`src/rtl/doorlock_supervisor_pkg.sv`:
```
// doorlock_supervisor_pkg: shared state encoding and default interval constants
package doorlock_supervisor_pkg;
  typedef enum logic [1:0] {
    ST_IDLE    = 2'd0,
    ST_OPEN    = 2'd1,
    ST_ALARM   = 2'd2,
    ST_LOCKOUT = 2'd3
  } state_t;
  localparam longint DEF_OPEN_CYCLES    = 50_000_000;
  localparam longint DEF_ALARM_CYCLES   = 25_000_000;
  localparam longint DEF_LOCKOUT_CYCLES = 500_000_000;
  localparam int     DEF_MAX_FAIL       = 3;
endpackage

```
`src/rtl/doorlock_supervisor_down_timer.sv`:
```
// down_timer: loadable 32-bit down-counter that holds at zero
module down_timer (
  input  logic        clk,
  input  logic        n_rst,
  input  logic        load,
  input  logic [31:0] load_val,
  output logic        zero
);
  logic [31:0] timer;
  always_ff @(posedge clk)
    timer <= !n_rst ? '0 : load ? load_val : zero ? timer : timer - 32'd1;
  assign zero = timer == '0;
endmodule

```
`src/rtl/doorlock_supervisor.sv`:
```
// doorlock_supervisor: stretches core open/alarm pulses, counts failures, enforces lockout and key gating
module doorlock_supervisor
  import doorlock_supervisor_pkg::*;
#(
  parameter longint OPEN_CYCLES    = DEF_OPEN_CYCLES,
  parameter longint ALARM_CYCLES   = DEF_ALARM_CYCLES,
  parameter longint LOCKOUT_CYCLES = DEF_LOCKOUT_CYCLES,
  parameter int     MAX_FAIL       = DEF_MAX_FAIL
) (
  input  logic       clk,
  input  logic       n_rst,
  input  logic       key_star,
  input  logic       key_sharp,
  input  logic [9:0] key_number,
  input  logic       core_open,
  input  logic       core_alarm,
  output logic       core_star,
  output logic       core_sharp,
  output logic [9:0] core_number,
  output logic       open,
  output logic       alarm,
  output logic       locked,
  output logic [3:0] fail_cnt
);
  state_t state, state_nxt;
  logic [3:0] fail_nxt, fail_inc;
  logic load, zero, idle, trip;
  logic [31:0] load_val;
  assign idle     = state == ST_IDLE;
  assign fail_inc = fail_cnt == 4'(MAX_FAIL) ? fail_cnt : fail_cnt + 4'd1;
  assign trip     = fail_inc == 4'(MAX_FAIL);
  always_comb begin
    state_nxt = state;
    fail_nxt  = fail_cnt;
    load      = 1'b0;
    load_val  = '0;
    if (idle) begin
      if (core_open) begin
        state_nxt = ST_OPEN;
        load      = 1'b1;
        load_val  = 32'(OPEN_CYCLES - 1);
        fail_nxt  = '0;
      end else if (core_alarm) begin
        state_nxt = trip ? ST_LOCKOUT : ST_ALARM;
        load      = 1'b1;
        load_val  = trip ? 32'(LOCKOUT_CYCLES - 1) : 32'(ALARM_CYCLES - 1);
        fail_nxt  = fail_inc;
      end
    end else if (zero) begin
      state_nxt = ST_IDLE;
      fail_nxt  = state == ST_LOCKOUT ? '0 : fail_cnt;
    end
  end
  always_ff @(posedge clk) begin
    state    <= !n_rst ? ST_IDLE : state_nxt;
    fail_cnt <= !n_rst ? '0 : fail_nxt;
  end
  down_timer u_timer (
    .clk     (clk),
    .n_rst   (n_rst),
    .load    (load),
    .load_val(load_val),
    .zero    (zero)
  );
  assign open        = state == ST_OPEN;
  assign alarm       = state == ST_ALARM || state == ST_LOCKOUT;
  assign locked      = state == ST_LOCKOUT;
  assign core_star   = key_star & idle;
  assign core_sharp  = key_sharp & idle;
  assign core_number = idle ? key_number : '0;
endmodule
```
`config.mk`:
```
export PLATFORM = sky130hd
export DESIGN_NAME = doorlock_supervisor
export DESIGN_NICKNAME = d
export VERILOG_FILES = /design/src/rtl/doorlock_supervisor_pkg.sv /design/src/rtl/doorlock_supervisor_down_timer.sv /design/src/rtl/doorlock_supervisor.sv
export SDC_FILE = /design/constraint.sdc
export NUM_CORES = 1
export LEC_CHECK = 0
export CAP_MARGIN = 25
export CELL_PAD_IN_SITES_DETAIL_PLACEMENT = 1
export CELL_PAD_IN_SITES_GLOBAL_PLACEMENT = 1
export CORE_UTILIZATION = 41
export CTS_BUF_LIST = sky130_fd_sc_hd__clkbuf_16
export DETAILED_ROUTE_END_ITERATION = 16
export GPL_TIMING_DRIVEN = 0
export PLACE_DENSITY_LB_ADDON = 0.08
export SYNTH_ARGS = -nofsm -noshare
export SYNTH_HDL_FRONTEND = slang
export SYNTH_SLANG_ARGS = --single-unit
```
`constraint.sdc`:
```
create_clock -name clk -period 3.26 [get_ports clk]
set_input_delay 0.652 -clock clk [delete_from_list [all_inputs] [get_ports clk]]
set_output_delay 0.652 -clock clk [all_outputs]
set_load 0.005 [all_outputs]
```
==> out/metrics.cfg, run 1 <==
[cts]
ctsRootBufferMaster = sky130_fd_sc_hd__clkbuf_16
post_cts_hold_buffer_count = 0
clock_slew_seen_by_the_registers_of_the_worst_setup_and_hold_paths_ns = 0.06
clkLatencyLatePin_ns = 0.28
cts_made_buffers = 5
post_cts.repair.setup_buffers = 0
cts_max_path_buffers = 2
post_cts_resize_count = 0
cts_num_sinks = 38
tritoncts = done
clock_tree.htree_level_count = 2

[floorplan]
core-area_um2 = 5574
die-height_um = 78.43
initial_utilization = 0.4296
io_pins = 35
floorplan.die.width_um = 78.43
die_footprint_um2 = 6150
rows = 27

[sta]
rsz_0062_raised_after_global_routing = no
layout_worst_path_cycle_share = 0.8838
fmax_achieved_mhz = 347.1
finalSetupViolCount = 0
period_minus_slack_ns = 2.881
worst_clock_skew_ns = 0.003883
hold-worst-slack_ns = 0.5133
hold_viol_final = 0
report.final.slew_viol_count = 0
worst_slew_pin_slew_ns = 0.9321
timing.slew.headroom = 0.3744
fin_tns_setup_ns = 0

[placed_design]
numPortBuffers = 34
detailedPlacementHpwl_mm = 5.553
finalWeightedCongestion = 0.8269
postPlaceCellArea_um2 = 2825

[synthesis]
top_area_cell_type_share_of_the_netlist_area = 0.3177
post_synthesis_cell_type_count = 62
synth-main-ff-cell = sky130_fd_sc_hd__dfxtp_1
synth.ff_latch_count = 38
synth_cells = 280
synthArstFlopShare = 0
synth_top_cells_by_area = sky130_fd_sc_hd__dfxtp_1, sky130_fd_sc_hd__a21oi_1, sky130_fd_sc_hd__and2_1, sky130_fd_sc_hd__ha_1, sky130_fd_sc_hd__nor4_1
synth.yosys.seq_area_share = 0.3177
synthesis.yosys.warnings = 0
edff_count_synth = 0
post_synth_most_frequent_cells = sky130_fd_sc_hd__dfxtp_1, sky130_fd_sc_hd__a21oi_1, sky130_fd_sc_hd__nand2_1, sky130_fd_sc_hd__and2_1, sky130_fd_sc_hd__nor2_1
syn-cell-area_um2 = 2395
synth.most_common_cell = sky130_fd_sc_hd__dfxtp_1
synth.avg_cell_area_um2 = 8.553
mappedNetlistNets = 302
synthDominantAreaCellType = sky130_fd_sc_hd__dfxtp_1

[worst_setup_path]
endpoint_kind = flop
cp_data_arrival_time_ns = 3.09
reg2reg_slack_ns = 0.52
regToRegStartpoint = u_timer.timer[9]$_SDFFE_PN0P_
worstPathMaxFanout = 10
worstSetupPathType = input pin to flop
critPathRequiredTime_ns = 3.47
cp-start-kind = input pin
r2r_end = u_timer.timer[14]$_SDFFE_PN0P_
worstRegToRegCells = 7

[drt]
drc = 0
first_iter_violations = 213
route.detailed.vias_per_inst = 6.301
vias = 2489
drt-pass1-iter-count = 4
routed_wl_mm = 7.654
wl_per_cell_um = 19.38
route.antenna.remaining_nets = 0

[layout]
area.growth.synth_to_final_pct = 23.93
final_layout_size_suffix_gt1_frac = 0.1176
n_fill_cell = 685
final_design_area_no_fill_um2 = 2968
num-nets-final = 344
diodes = 0

[min_path]
min_path_cells = 2
worstHoldEndpoint = u_timer.timer[17]$_SDFFE_PN0P_
hold_start = u_timer.timer[17]$_SDFFE_PN0P_
hp-class = flop to flop

[grt]
grt_first_pass_wirelength_mm = 12.49
groute.usage.overall = 0.2631
pin_count_of_the_biggest_net_entering_global_routing = 12
vias_in_the_first_global_route = 2428
grt_overflow = 0
grt_antenna_before_repair = 0

[power]
leakagePower_nw = 1.067
power.density_nw_per_um2 = 519.9
power_mw = 1.543
peakVddDrop_v = 0.0002682

[status]
outcome = completed

[run]
number_of_max_cap_violations = 0

## kinds of logic after synthesis
group           count (synthesis)  share of synthesized area
compound gates                 75                     0.2132
xor+xnor                        5                    0.01829
fa+ha+maj                       6                    0.03135
buf+inv                        18                    0.04284
flops                          38                     0.3177
mux                             5                    0.02090
simple gates                  133                     0.3558
## layer usage
| metal | part of all wire | vias up | wire, µm | global-route usage |
|---|---|---|---|---|
| li1 | - | 1182 | - | - |
| met1 | 0.46 | 1219 | 3550 | 0.3492 |
| met2 | 0.47 | 82 | 3624 | 0.4500 |
| met3 | 0.056 | 6 | 426 | 0.03837 |
| met4 | 0.0069 | 0 | 53 | 0.05556 |
| met5 | 0 | - | 0 | 0 |
## power breakdown
group	switching [mW]	internal, mW
sequential	0.0627	0.517
combinational	0.283	0.215
clock	0.190	0.277
total	0.535	1.01
## critical path: stages
cell                              delay, ns
sky130_fd_sc_hd__clkdlybuf4s50_1       0.53
sky130_fd_sc_hd__o21ai_1               0.78
sky130_fd_sc_hd__nand4_1               0.29
sky130_fd_sc_hd__nor4_4                0.46
sky130_fd_sc_hd__a21oi_1               0.19
sky130_fd_sc_hd__a21oi_1               0.19
## final cells by class
| type | instances | area [µm²] | area share |
|---|---|---|---|
| Sequential cell | 38 | 760.7 | 0.2563 |
| Clock buffer | 5 | 125.1 | 0.04216 |
| Timing Repair Buffer | 35 | 345.3 | 0.1164 |
| Buffer | 13 | 83.83 | 0.02825 |
| Tap cell | 72 | 90.09 | 0.03035 |
| Inverter | 5 | 18.77 | 0.006324 |
| Multi-Input combinational cell | 224 | 1531 | 0.5160 |
| Clock inverter | 3 | 12.51 | 0.004216 |
## through the flow
step	util	instances	setup slack, ns
3_3_place_gp	0.5068	386	0.1359
5_1_grt	0.5324	395	0.2021
6_report	0.5324	395	0.3789
2_1_floorplan	-	280	0.8049
3_5_place_dp	0.5068	386	0.1354
4_1_cts	0.5315	394	0.3131
## cells in the final DEF (no fill, tap or decap), drive strengths merged, types with 11 or more instances in the layout
| cell | netlist | routed |
|---|---|---|
| nor2 | 13 | 13 |
| nor3 | 11 | 11 |
| clkbuf | 7 | 13 |
| and2 | 16 | 16 |
| nor4 | 14 | 14 |
| nand2 | 17 | 17 |
| dfxtp | 38 | 38 |
| a21oi | 22 | 22 |
| or4 | 11 | 11 |
| or3 | 12 | 12 |
| clkdlybuf4s50 | 0 | 34 |
## worst max path at each step
stage | start | to | slack (ns) | cells past startpoint
2_1_floorplan | u_timer.timer[9]$_SDFFE_PN0P_ | u_timer.timer[14]$_SDFFE_PN0P_ | 0.80 | 7
3_3_place_gp | core_open | u_timer.timer[21]$_SDFFE_PN0P_ | 0.14 | 6
3_5_place_dp | core_open | u_timer.timer[23]$_SDFFE_PN0P_ | 0.14 | 6
4_1_cts | u_timer.timer[0]$_SDFFE_PN0P_ | u_timer.timer[16]$_SDFFE_PN0P_ | 0.31 | 8
5_1_grt | state[0]$_SDFFE_PN0P_ | core_number[7] | 0.20 | 6
6_report | core_open | u_timer.timer[27]$_SDFFE_PN0P_ | 0.38 | 6
## registers in the layout, summed over array words and instances (netlist names)
name,count
u_timer.timer,32
fail_cnt,4
state,2
Power figures use the tool's default switching activity.
==> run 2: changes to the inputs <==
--- a/config.mk
+++ b/config.mk
@@ -5,10 +5,11 @@
 export SDC_FILE = /design/constraint.sdc
 export NUM_CORES = 1
 export LEC_CHECK = 0
+export ABC_AREA = 1
 export CAP_MARGIN = 25
 export CELL_PAD_IN_SITES_DETAIL_PLACEMENT = 1
 export CELL_PAD_IN_SITES_GLOBAL_PLACEMENT = 1
-export CORE_UTILIZATION = 41
+export CORE_UTILIZATION = 39
 export CTS_BUF_LIST = sky130_fd_sc_hd__clkbuf_16
 export DETAILED_ROUTE_END_ITERATION = 16
 export GPL_TIMING_DRIVEN = 0
==> run 2 against run 1 <==
Design area increased by 11%. Total power increased by 55%. Hold slack improved by 0.0026 ns. Combinational power increased by 130%. Synthesized cell count increased by 54%. Sequential share of layout area decreased by 2.5 points. Global-route usage decreased by 0.15 points. Synthesized area increased by 12%. Non-clock buffer count decreased by 6. Utilization decreased by 2.6 points. Maximum frequency increased by 5.2%.
==> out/metrics.cfg, run 2 <==
[cts]
post_cts.repair.setup_buffers = 0
cts_made_buffers = 5
cts_num_sinks = 38
cts_max_path_buffers = 2
clock_tree.htree_level_count = 2
clock_slew_seen_by_the_registers_of_the_worst_setup_and_hold_paths_ns = 0.06
tritoncts = done
clkLatencyLatePin_ns = 0.29
post_cts_resize_count = 0
post_cts_hold_buffer_count = 0
ctsRootBufferMaster = sky130_fd_sc_hd__clkbuf_16

[grt]
groute.usage.overall = 0.2616
pin_count_of_the_biggest_net_entering_global_routing = 14
grt_overflow = 0
grt_antenna_before_repair = 0
vias_in_the_first_global_route = 3044
grt_first_pass_wirelength_mm = 14.70

[power]
p_clk_frac = 0.243
cellInternalPower_mw = 1.346
pwr-share-comb = 0.473
power_switching_mw = 1.045
pwr-share-seq = 0.284
power.density_nw_per_um2 = 727.1
peakVddDrop_v = 0.0003451
leakagePower_nw = 1.574
power.switching_fraction = 0.4371

[floorplan]
die_footprint_um2 = 7214
initial_utilization = 0.4130
floorplan.die.width_um = 84.94
io_pins = 35
rows = 29
core-area_um2 = 6495
die-height_um = 84.94

[layout]
final_cell_mix = sky130_fd_sc_hd__nand2_1, sky130_fd_sc_hd__nor2_1, sky130_fd_sc_hd__inv_1
area.sequential_um2 = 760.7
area_used_by_multi_input_combinational_logic_um2 = 1654
layout_commonest_cell = sky130_fd_sc_hd__nand2_1
max_flop_register = u_timer.timer
final_design_area_no_fill_um2 = 3289
num-nets-final = 493
top_flop_regs = u_timer.timer (32), fail_cnt (4), state (2)
largest_register_ff_count = 32
final_layout_size_suffix_gt1_frac = 0.1165
diodes = 0
n_fill_cell = 892
area.growth.synth_to_final_pct = 22.62

[placed_design]
finalWeightedCongestion = 0.8757
postPlaceCellArea_um2 = 3119
numPortBuffers = 34
detailedPlacementHpwl_mm = 6.752

[worst_setup_path]
worst_setup_path_startpoint = state[1]$_SDFFE_PN0P_
path_cells = inv_1 > ha_1 > buf_2 > buf_1 > nand2_1 > inv_1 > clkdlybuf4s50_1
worstSetupPathType = flop to output port
critPathRequiredTime_ns = 2.61
worstPathBufferInverterCount = 5
endpoint_kind = output port
critical-path-top-delay-family = buffers and inverters
worstRegToRegCells = 11
critPathMaxStageDelay_ns = 0.50
cpMaxStageDelayCell = sky130_fd_sc_hd__clkdlybuf4s50_1
regToRegStartpoint = state[1]$_SDFFE_PN0P_
cp_data_arrival_time_ns = 2.09
worstPathMaxFanout = 10
cp-start-kind = flop
critical-path-top-cell-by-count = sky130_fd_sc_hd__inv_1
reg2reg_slack_ns = 1.11
r2r_end = u_timer.timer[29]$_SDFFE_PN0P_

[run]
number_of_max_cap_violations = 0

[synthesis]
syn-cell-area_um2 = 2683
synthArstFlopShare = 0
synth.ff_latch_count = 38
post_synth_most_frequent_cells = sky130_fd_sc_hd__nand2_1, sky130_fd_sc_hd__nor2_1, sky130_fd_sc_hd__inv_1, sky130_fd_sc_hd__dfxtp_1, sky130_fd_sc_hd__nand3_1
synth_cells = 430
synth_top_cells_by_area = sky130_fd_sc_hd__dfxtp_1, sky130_fd_sc_hd__nand2_1, sky130_fd_sc_hd__nor2_1, sky130_fd_sc_hd__inv_1, sky130_fd_sc_hd__nand3_1
synth.most_common_cell = sky130_fd_sc_hd__nand2_1
synth-main-ff-cell = sky130_fd_sc_hd__dfxtp_1
synthesis.yosys.warnings = 0
synth.yosys.seq_area_share = 0.2836
post_synthesis_cell_type_count = 38
top_area_cell_type_share_of_the_netlist_area = 0.2836
mappedNetlistNets = 452
synth.avg_cell_area_um2 = 6.239
edff_count_synth = 0
synthDominantAreaCellType = sky130_fd_sc_hd__dfxtp_1

[sta]
timing.slew.headroom = 0.6853
hold_viol_final = 0
period_minus_slack_ns = 2.739
fin_tns_setup_ns = 0
report.final.slew_viol_count = 0
worst_clock_skew_ns = 0.007057
rsz_0062_raised_after_global_routing = no
worst_slew_pin_slew_ns = 0.4721
layout_worst_path_cycle_share = 0.8402
fmax_achieved_mhz = 365.1
finalSetupViolCount = 0

[min_path]
worstHoldEndpoint = u_timer.timer[0]$_SDFFE_PN0P_
min_path_cells = 2
hold_start = u_timer.timer[0]$_SDFFE_PN0P_
hp-class = flop to flop

[drt]
routed_wl_mm = 8.683
drt-pass1-iter-count = 4
wl_per_cell_um = 15.82
vias = 2856
route.antenna.remaining_nets = 0
first_iter_violations = 105
drc = 0
route.detailed.vias_per_inst = 5.202

[status]
outcome = completed

## run 2: worst max path at each step
stage | slack [ns] | end | depth (start not counted)
2_1_floorplan | 1.51 | core_number[0] | 6
3_3_place_gp | 0.78 | u_timer.timer[29]$_SDFFE_PN0P_ | 9
3_5_place_dp | 0.77 | u_timer.timer[29]$_SDFFE_PN0P_ | 9
4_1_cts | 0.49 | core_number[7] | 7
5_1_grt | 0.34 | core_number[7] | 7
6_report | 0.52 | core_number[7] | 7
## run 2: final cells by class
| cell class | instances | area share |
|---|---|---|
| Timing Repair Buffer | 34 | 0.1035 |
| Inverter | 59 | 0.06733 |
| Clock buffer | 5 | 0.03804 |
| Multi-Input combinational cell | 325 | 0.5029 |
| Clock inverter | 3 | 0.01369 |
| Sequential cell | 38 | 0.2313 |
| Tap cell | 77 | 0.02929 |
| Buffer | 8 | 0.01407 |
## run 2: stage by stage
stage	setup WS [ns]	hold slack, ns	std cells	util	power (mW)
floorplan	1.511	0.4668	430	-	1.417
global placement	0.7783	0.4963	541	0.4803	1.771
detailed placement	0.7701	0.5079	541	0.4803	1.809
CTS	0.4900	0.5175	549	0.5065	2.405
global route	0.3442	0.5548	549	0.5065	2.567
finish	0.5209	0.5159	549	0.5065	2.392
## run 2: power groups by stage
stage	Sequential (mW)	Combinational [mW]	Clock [mW]
6_report	0.678	1.13	0.581
5_1_grt	0.694	1.27	0.598
4_1_cts	0.678	1.14	0.586
3_5_place_dp	0.686	1.12	0
3_3_place_gp	0.683	1.09	0
2_1_floorplan	0.653	0.764	0
## run 2: cell families after synthesis
family | after synthesis | share of synthesized area
buffers and inverters | 67 | 0.09981
AND/OR/NAND/NOR | 272 | 0.4790
adder cells (fa/ha/maj) | 6 | 0.02798
XOR/XNOR | 6 | 0.01959
flip-flops | 38 | 0.2836
AO/OA/AOI/OAI | 41 | 0.09002
## run 2: layer usage
layer / vias to the layer above / global-route usage / wire length, µm
met2: 37 / 0.4782 / 4378
li1: 1433 / - / -
met1: 1376 / 0.3180 / 3932
met3: 10 / 0.03794 / 242
met4: 0 / 0.07704 / 129
met5: - / 0 / 0
## run 2: worst reg2reg max path, cell delays in order, from the launching register on
cell and delay, ns:
sky130_fd_sc_hd__dfxtp_1 0.38, sky130_fd_sc_hd__inv_1 0.08, sky130_fd_sc_hd__ha_1 0.18, sky130_fd_sc_hd__buf_2 0.17, sky130_fd_sc_hd__nand2_2 0.14, sky130_fd_sc_hd__inv_2 0.07
sky130_fd_sc_hd__nor2_4 0.19, sky130_fd_sc_hd__inv_2 0.10, sky130_fd_sc_hd__nor3_4 0.37, sky130_fd_sc_hd__inv_2 0.17, sky130_fd_sc_hd__nand3_1 0.12, sky130_fd_sc_hd__nor2_1 0.04
==> run 3: changes to the inputs <==
==> constraint.sdc (replaced) <==
create_clock -name clk -period 2.8 [get_ports clk]
set_input_delay 0.56 -clock clk [delete_from_list [all_inputs] [get_ports clk]]
set_output_delay 0.56 -clock clk [all_outputs]
set_load 0.005 [all_outputs]
==> run 3 against run 2 <==
Critical path depth fell by 1. Die area unchanged. Wire length increased by 0.18%. Count of clock-buffer cells in the layout stayed put. Clock skew decreased by 0.0023 ns. Final cell count fell by 0.18%. Worst setup slack worse by 0.11 ns. First-iteration DRC count rose by 11%. Critical path type unchanged. Critical endpoint unchanged. Largest power group unchanged.
==> out/metrics.cfg, run 3 (same netlist as run 2, synthesis figures left out) <==
[sta]
rsz_0062_raised_after_global_routing = no
report.final.slew_viol_count = 0
fin_tns_setup_ns = 0
finalSetupViolCount = 0
fmax_achieved_mhz = 418.0
timing.slew.headroom = 0.6825
layout_worst_path_cycle_share = 0.8544
worst_slew_pin_slew_ns = 0.4763
hold_viol_final = 0
period_minus_slack_ns = 2.392
worst_clock_skew_ns = 0.004732

[drt]
wl_per_cell_um = 15.87
route.antenna.remaining_nets = 0
drt-pass1-iter-count = 4
first_iter_violations = 117
routed_wl_mm = 8.699
vias = 2849
route.detailed.vias_per_inst = 5.199
drc = 0

[layout]
area.growth.synth_to_final_pct = 22.48
diodes = 0
num-nets-final = 492
n_fill_cell = 892
top_flop_regs = u_timer.timer (32), fail_cnt (4), state (2)
final_layout_size_suffix_gt1_frac = 0.1168
layout_commonest_cell = sky130_fd_sc_hd__nand2_1
final_cell_mix = sky130_fd_sc_hd__nand2_1, sky130_fd_sc_hd__nor2_1, sky130_fd_sc_hd__inv_1
largest_register_ff_count = 32
max_flop_register = u_timer.timer
final_design_area_no_fill_um2 = 3286
finalNonFillerCells = 548

[worst_setup_path]
critical-path-top-cell-by-count = sky130_fd_sc_hd__inv_1
critPathMaxStageDelay_ns = 0.50
worstPathBufferInverterCount = 4
cp_data_arrival_time_ns = 1.83
cp-start-kind = flop
worst_setup_path_startpoint = state[1]$_SDFFE_PN0P_
critPathRequiredTime_ns = 2.24
worstPathMaxFanout = 16
worstRegToRegCells = 11
worstSetupPathType = flop to output port
path_cells = inv_1 > ha_1 > buf_2 > nand2_1 > inv_1 > clkdlybuf4s50_1
cpMaxStageDelayCell = sky130_fd_sc_hd__clkdlybuf4s50_1
endpoint_kind = output port
regToRegStartpoint = state[0]$_SDFFE_PN0P_
reg2reg_slack_ns = 0.56
r2r_end = u_timer.timer[29]$_SDFFE_PN0P_
critical-path-top-delay-family = buffers and inverters

[floorplan]
die-height_um = 84.94
rows = 29
floorplan.die.width_um = 84.94
io_pins = 35
die_footprint_um2 = 7214
core-area_um2 = 6495
initial_utilization = 0.4130

[power]
power_mw = 2.788
leakagePower_nw = 1.573
power.density_nw_per_um2 = 848.6
peakVddDrop_v = 0.0004003

[cts]
post_cts.repair.setup_buffers = 0
cts_num_sinks = 38
ctsRootBufferMaster = sky130_fd_sc_hd__clkbuf_16
cts_max_path_buffers = 2
cts_made_buffers = 5
tritoncts = done
clkLatencyLatePin_ns = 0.29
post_cts_hold_buffer_count = 0
clock_slew_seen_by_the_registers_of_the_worst_setup_and_hold_paths_ns = 0.06
post_cts_resize_count = 0
clock_tree.htree_level_count = 2

[placed_design]
dp_cells = 541
postPlaceCellArea_um2 = 3119
finalWeightedCongestion = 0.8757
numPortBuffers = 34
detailedPlacementHpwl_mm = 6.752

[grt]
grt_first_pass_wirelength_mm = 14.70
pin_count_of_the_biggest_net_entering_global_routing = 14
grt_overflow = 0
groute.usage.overall = 0.2616
grt_antenna_before_repair = 0
vias_in_the_first_global_route = 3044

[min_path]
worstHoldEndpoint = u_timer.timer[0]$_SDFFE_PN0P_
min_path_cells = 2
hold_start = u_timer.timer[0]$_SDFFE_PN0P_
hp-class = flop to flop

[run]
number_of_max_cap_violations = 0

[status]
outcome = completed

-- run 3: cell type report --
type	count	area [µm²]	area share
multi-input cells	325	1654	0.5034
flip-flops and latches	38	760.7	0.2315
plain buffers	7	42.54	0.01295
clock inverters	3	45.04	0.01371
clock buffers	5	125.1	0.03808
repair buffers	34	340.3	0.1036
well taps	77	96.34	0.02932
inverters	59	221.5	0.06740
-- run 3: tightest hold or removal path: stages, from the launching register on --
cell and delay [ns]:
sky130_fd_sc_hd__dfxtp_1 0.34, sky130_fd_sc_hd__nand2_1 0.07, sky130_fd_sc_hd__a21oi_1 0.05
-- run 3: how the worst max path moves through the flow --
| stage | to | slack [ns] | cells past startpoint |
|---|---|---|---|
| floorplan | u_timer.timer[29]$_SDFFE_PN0P_ | 1.07 | 11 |
| global placement | u_timer.timer[29]$_SDFFE_PN0P_ | 0.41 | 9 |
| detailed placement | u_timer.timer[29]$_SDFFE_PN0P_ | 0.40 | 9 |
| CTS | core_number[7] | 0.12 | 7 |
| global route | core_number[7] | 0.27 | 6 |
| finish | core_number[7] | 0.41 | 6 |
-- run 3: power by group --
part / total [mW] / leakage [nW] / internal (mW) / switching (mW)
clock: 0.682 / 0.0760 / 0.421 / 0.261
combinational: 1.32 / 1.18 / 0.493 / 0.823
sequential: 0.791 / 0.314 / 0.652 / 0.139
total: 2.79 / 1.57 / 1.57 / 1.22
-- run 3: metal layers --
| layer | share of wire | vias to the layer above | wire length [µm] | global-route usage |
|---|---|---|---|---|
| li1 | - | 1430 | - | - |
| met1 | 0.45 | 1373 | 3947 | 0.3180 |
| met2 | 0.50 | 36 | 4369 | 0.4782 |
| met3 | 0.029 | 10 | 255 | 0.03794 |
| met4 | 0.015 | 0 | 127 | 0.07704 |
| met5 | 0 | - | 0 | 0 |
-- run 3: per-stage QoR --
step	hold WS, ns	utilization	setup WS (ns)
2_1_floorplan	0.4668	-	1.069
3_3_place_gp	0.4963	0.4803	0.4103
3_5_place_dp	0.5079	0.4803	0.4021
4_1_cts	0.5175	0.5065	0.1220
5_1_grt	0.5548	0.5059	0.2745
6_report	0.5161	0.5059	0.4077
